$ cat config.mk
export PLATFORM = sky130hd
export DESIGN_NAME = xor_stream_checksum
export DESIGN_NICKNAME = d
export VERILOG_FILES = /design/src/rtl/xor_stream_checksum.sv
export SDC_FILE = /design/constraint.sdc
export NUM_CORES = 1
export LEC_CHECK = 0
export CAP_MARGIN = 20
export CORE_MARGIN = 2
export CORE_UTILIZATION = 55
export DETAILED_ROUTE_END_ITERATION = 10
export DONT_BUFFER_PORTS = 1
export PLACE_DENSITY = 0.7
export RECOVER_POWER = 25
export SLEW_MARGIN = 20
export SYNTH_ARGS = -nofsm -noshare
export SYNTH_HDL_FRONTEND = slang
export SYNTH_SLANG_ARGS = --single-unit
$ cat constraint.sdc
create_clock -name clk -period 2.17 [get_ports clk]
set_input_delay 0.3255 -clock clk [delete_from_list [all_inputs] [get_ports clk]]
set_output_delay 0.3255 -clock clk [all_outputs]
set_load 0.02 [all_outputs]
$ cat src/rtl/xor_stream_checksum.sv
// xor_stream_checksum: framed XOR checksum with word count, overflow flag and valid/ready handshakes
module xor_stream_checksum #(
  parameter int WIDTH = 8,
  parameter int MAX_WORDS = 16,
  parameter int CW = $clog2(MAX_WORDS + 1)
) (
  input  logic             clk,
  input  logic             rst,
  input  logic             clear,
  input  logic [WIDTH-1:0] in_data,
  input  logic             in_valid,
  input  logic             in_last,
  output logic             in_ready,
  output logic [WIDTH-1:0] out_sum,
  output logic             out_parity,
  output logic [CW-1:0]    out_count,
  output logic             out_overflow,
  output logic             out_valid,
  input  logic             out_ready
);
  typedef enum logic {ACCUM, HOLD} state_t;
  localparam logic [CW-1:0] MAXC = CW'(MAX_WORDS);
  state_t state, state_nx;
  logic [WIDTH-1:0] acc, sum_nx;
  logic [CW-1:0] cnt;
  logic ovf, acc_en, full;
  always_comb begin
    acc_en = in_valid & in_ready;
    full = cnt == MAXC;
    sum_nx = acc ^ in_data;
  end
  always_ff @(posedge clk or posedge rst)
    if (rst) state <= ACCUM;
    else state <= state_nx;
  always_comb
    state_nx = clear ? ACCUM :
               (state == ACCUM) ? ((acc_en & in_last) ? HOLD : ACCUM) :
               (out_valid & out_ready) ? ACCUM : HOLD;
  always_comb in_ready = state == ACCUM;
  // the count saturates at MAX_WORDS; words past it still fold into the sum
  always_ff @(posedge clk or posedge rst)
    if (rst) begin
      acc <= '0;
      cnt <= '0;
      ovf <= 1'b0;
      out_sum <= '0;
      out_parity <= 1'b0;
      out_count <= '0;
      out_overflow <= 1'b0;
      out_valid <= 1'b0;
    end else if (clear) begin
      acc <= '0;
      cnt <= '0;
      ovf <= 1'b0;
      out_sum <= '0;
      out_parity <= 1'b0;
      out_count <= '0;
      out_overflow <= 1'b0;
      out_valid <= 1'b0;
    end else if (acc_en & in_last) begin
      out_sum <= sum_nx;
      out_parity <= ^sum_nx;
      out_count <= full ? MAXC : cnt + 1'b1;
      out_overflow <= ovf | full;
      out_valid <= 1'b1;
      acc <= '0;
      cnt <= '0;
      ovf <= 1'b0;
    end else if (acc_en) begin
      acc <= sum_nx;
      cnt <= full ? cnt : cnt + 1'b1;
      ovf <= ovf | full;
    end else if (out_valid & out_ready) begin
      out_valid <= 1'b0;
    end
endmodule

==> metrics.txt <==
cts hold-fix bufs 1; GPL Wtd Cong 0.891; Crit Path Max Fanout 9; Final ANT Viol Nets 0; area leader, netlist dfrtp_1; largest net degree at the start of global routing 23; Root Driver clkbuf_4; XOR/XNOR Fraction of Synth Area 10.4%; I/O pins 31; Core Util, Final 62.4%; Die ar. 3250 sq um; simple-gate share of the synthesized area 17.6%; share of the synthesized area in the top cell type 50.1%; vias in the first global route 1232; critical path class flip-flop to flip-flop; #FFs+latches synth 31; Vias 1161; initial antenna violation count 0; adder-cell share of the synthesized area 1.62%; Max Clk Rate 566 MHz; Worst-path clk slew 0.10 ns; Critical-path top delay cell nor2_1; row count 19; Setup crit end kind flip-flop; Tightest Hold Check Type input port to flip-flop; Post-Syn Area 1550 sq um; Max Cap Viol 0; Final Skew 0.00837 ns; startpoint type of the worst setup path flip-flop; critical-path cell list nor2b_1 > nand2_1 > nor2_1 > nand2_1 > o21ai_1; H-tree Lvls 2; core box area 2710 sq um; CP Launch Point state; I/O Buffers 0; first-pass GRT wire length 5.44 mm; largest family of logic cells by synthesized area simple AND/OR/NAND/NOR gates; Syn Inst Count 158; Routed wire per std cell 16.0 um; postcts setup bufs 0; fin crit share 81.4%; share of cells above drive strength 1 9.64%; sequential fraction of the synthesis area 50.1%; Fin Setup TNS 0 ns; DR vias/cell 5.89; Peak VDD IR 0.615 mV; Worst Path Arrival 2.03 ns; status finished, final reports clean; TritonCTS buffer count 5; Cell variety after synth 30; Setup crit end out_count[3]; yosys warns 0; gr usage total 21.8%; RR Endpoint out_count[3]; Compound-Gate Fraction of Synth Area 16.3%; Post-DP HPWL 2.35 mm; Final min period 1.77 ns; top cells by area in the synthesized netlist dfrtp_1, xnor2_1, a21oi_1, nor2_1, nor2b_1; FF-to-FF Start state; most used cell along the critical path nand2_1; Worst-Skew Late Latency 0.34 ns; final hold violations 0; Slew Viols, Final 0; CTS tree built; P per Cell Area 760 nW/um^2; Leakage 0.757 nW; Mapped Nets 174; Req. time, crit path 2.44 ns; Routed WL 3.15 mm; # setup viols final 0; NumNets Final 181; initial core utilization 57.1%; drt initial violations 36; area delta synth->final 9.30%; R2R setup slack 0.40 ns; PostCTS Resize Cnt 0; DR DRC count 0; remaining global-route overflow 0; RSZ-0062 raised after global routing no; Crit path largest cell delay 0.46 ns; Syn Area/Cell 9.80 sq um; CTS Buffer Depth 2; n_diodes 0; post-synthesis mux area share 1.29%; DR pass1 iterations 4; die height 57.0 um; Max transition margin 42.0%; Die Span X 57.0 um; r2r worst-path depth 5; CTS sink cnt 31; worst slew pin tran 0.871 ns
==> metrics by stage <==
stage | power (mW) | std cells | setup WS, ns | instance area (sq um) | hold WS, ns
after floorplan | 0.792 | 158 | 0.596 | 1550 | 0.429
after global placement | 0.821 | 188 | 0.451 | 1610 | 0.330
after detailed placement | 0.827 | 188 | 0.447 | 1610 | 0.334
after CTS | 1.30 | 197 | 0.430 | 1710 | 0.0341
after global routing | 1.33 | 197 | 0.185 | 1690 | 0.0224
final | 1.29 | 197 | 0.404 | 1690 | 0.0386
==> flip-flops by register name, indices dropped and copies added (netlist names) <==
register / cells
out_overflow: 1
cnt: 5
out_parity: 1
ovf: 1
out_valid: 1
acc: 8
out_sum: 8
state: 1
out_count: 5
==> layout make-up <==
| type | count | area [sq um] |
|---|---|---|
| clock inverter | 2 | 35.0 |
| multi-input combinational | 117 | 732 |
| sequential | 31 | 776 |
| clock buffer | 6 | 51.3 |
| inverter | 4 | 15.0 |
| fill | 229 | 1020 |
| tap | 31 | 38.8 |
| timing repair buffer | 6 | 43.8 |
==> metal layers <==
layer / track usage, % / routed length [um] / up-vias
li1: - / - / 557
met1: 25.0 / 1360 / 562
met2: 37.9 / 1520 / 38
met3: 8.62 / 244 / 4
met4: 5.98 / 27 / 0
met5: 0 / 0 / -
==> worst min path at each step <==
stage | cells after the start | slack (ns) | from | end
after floorplan | 1 | 0.43 | rst | acc[0]
after global routing | 1 | 0.02 | clear | acc[3]
after global placement | 1 | 0.33 | rst | out_overflow
final | 1 | 0.04 | clear | acc[3]
after detailed placement | 1 | 0.33 | rst | out_overflow
after CTS | 1 | 0.03 | clear | acc[0]
==> where the power goes <==
part	internal (mW)	leakage (nW)	switching [mW]
clock	0.272	0.0482	0.202
combinational	0.0850	0.283	0.0863
sequential	0.602	0.425	0.0388
total	0.959	0.757	0.327
==> cell usage after synthesis, drive strengths merged <==
library cell,instances
a22o,5
mux2i,2
or2,1
nor2,20
xor2,5
a22oi,2
o21ai,11
nand3b,5
a32o,1
and2b,2
nand2b,1
nand3,3
ha,2
clkbuf,4
nor2b,8
and3,1
a2bb2oi,1
xnor2,10
a211oi,1
xnor3,1
nor3,2
a21oi,15
buf,2
nand2,13
o31ai,5
inv,4
dfrtp,31
==> kinds of logic after synthesis <==
| group | after synthesis |
|---|---|
| and+or+nand+nor | 56 |
| AOI/OAI and AO/OA | 41 |
| adders and majority gates | 2 |
| muxes | 2 |
| buffers and inverters | 10 |
| xor gates and xnor gates | 16 |
| DFF | 31 |
==> placed cells by master (no fill, tap or decap), types with 2 or more instances in the layout <==
cell type	Yosys	routed
nand3b_1	5	5
inv_1	3	3
a21oi_1	15	15
nand3_1	3	3
a22oi_1	2	2
nor2_1	20	20
xnor2_1	10	10
nor2b_1	8	8
clkbuf_4	0	5
buf_4	0	4
o21ai_0	3	3
nor3_1	2	2
nand2_1	13	13
mux2i_1	2	2
ha_1	2	2
a22o_1	5	5
o31ai_1	5	5
and2b_2	2	2
xor2_1	4	4
o21ai_1	8	8
dfrtp_1	31	31
==> worst max-delay path: cells and delay by family (launching register included) <==
family | cells | cell delay (ns)
flip-flops | 1 | 0.40
AO/OA/AOI/OAI | 1 | 0.16
AND/OR/NAND/NOR | 4 | 1.13
(Power assumes the default switching activity.)
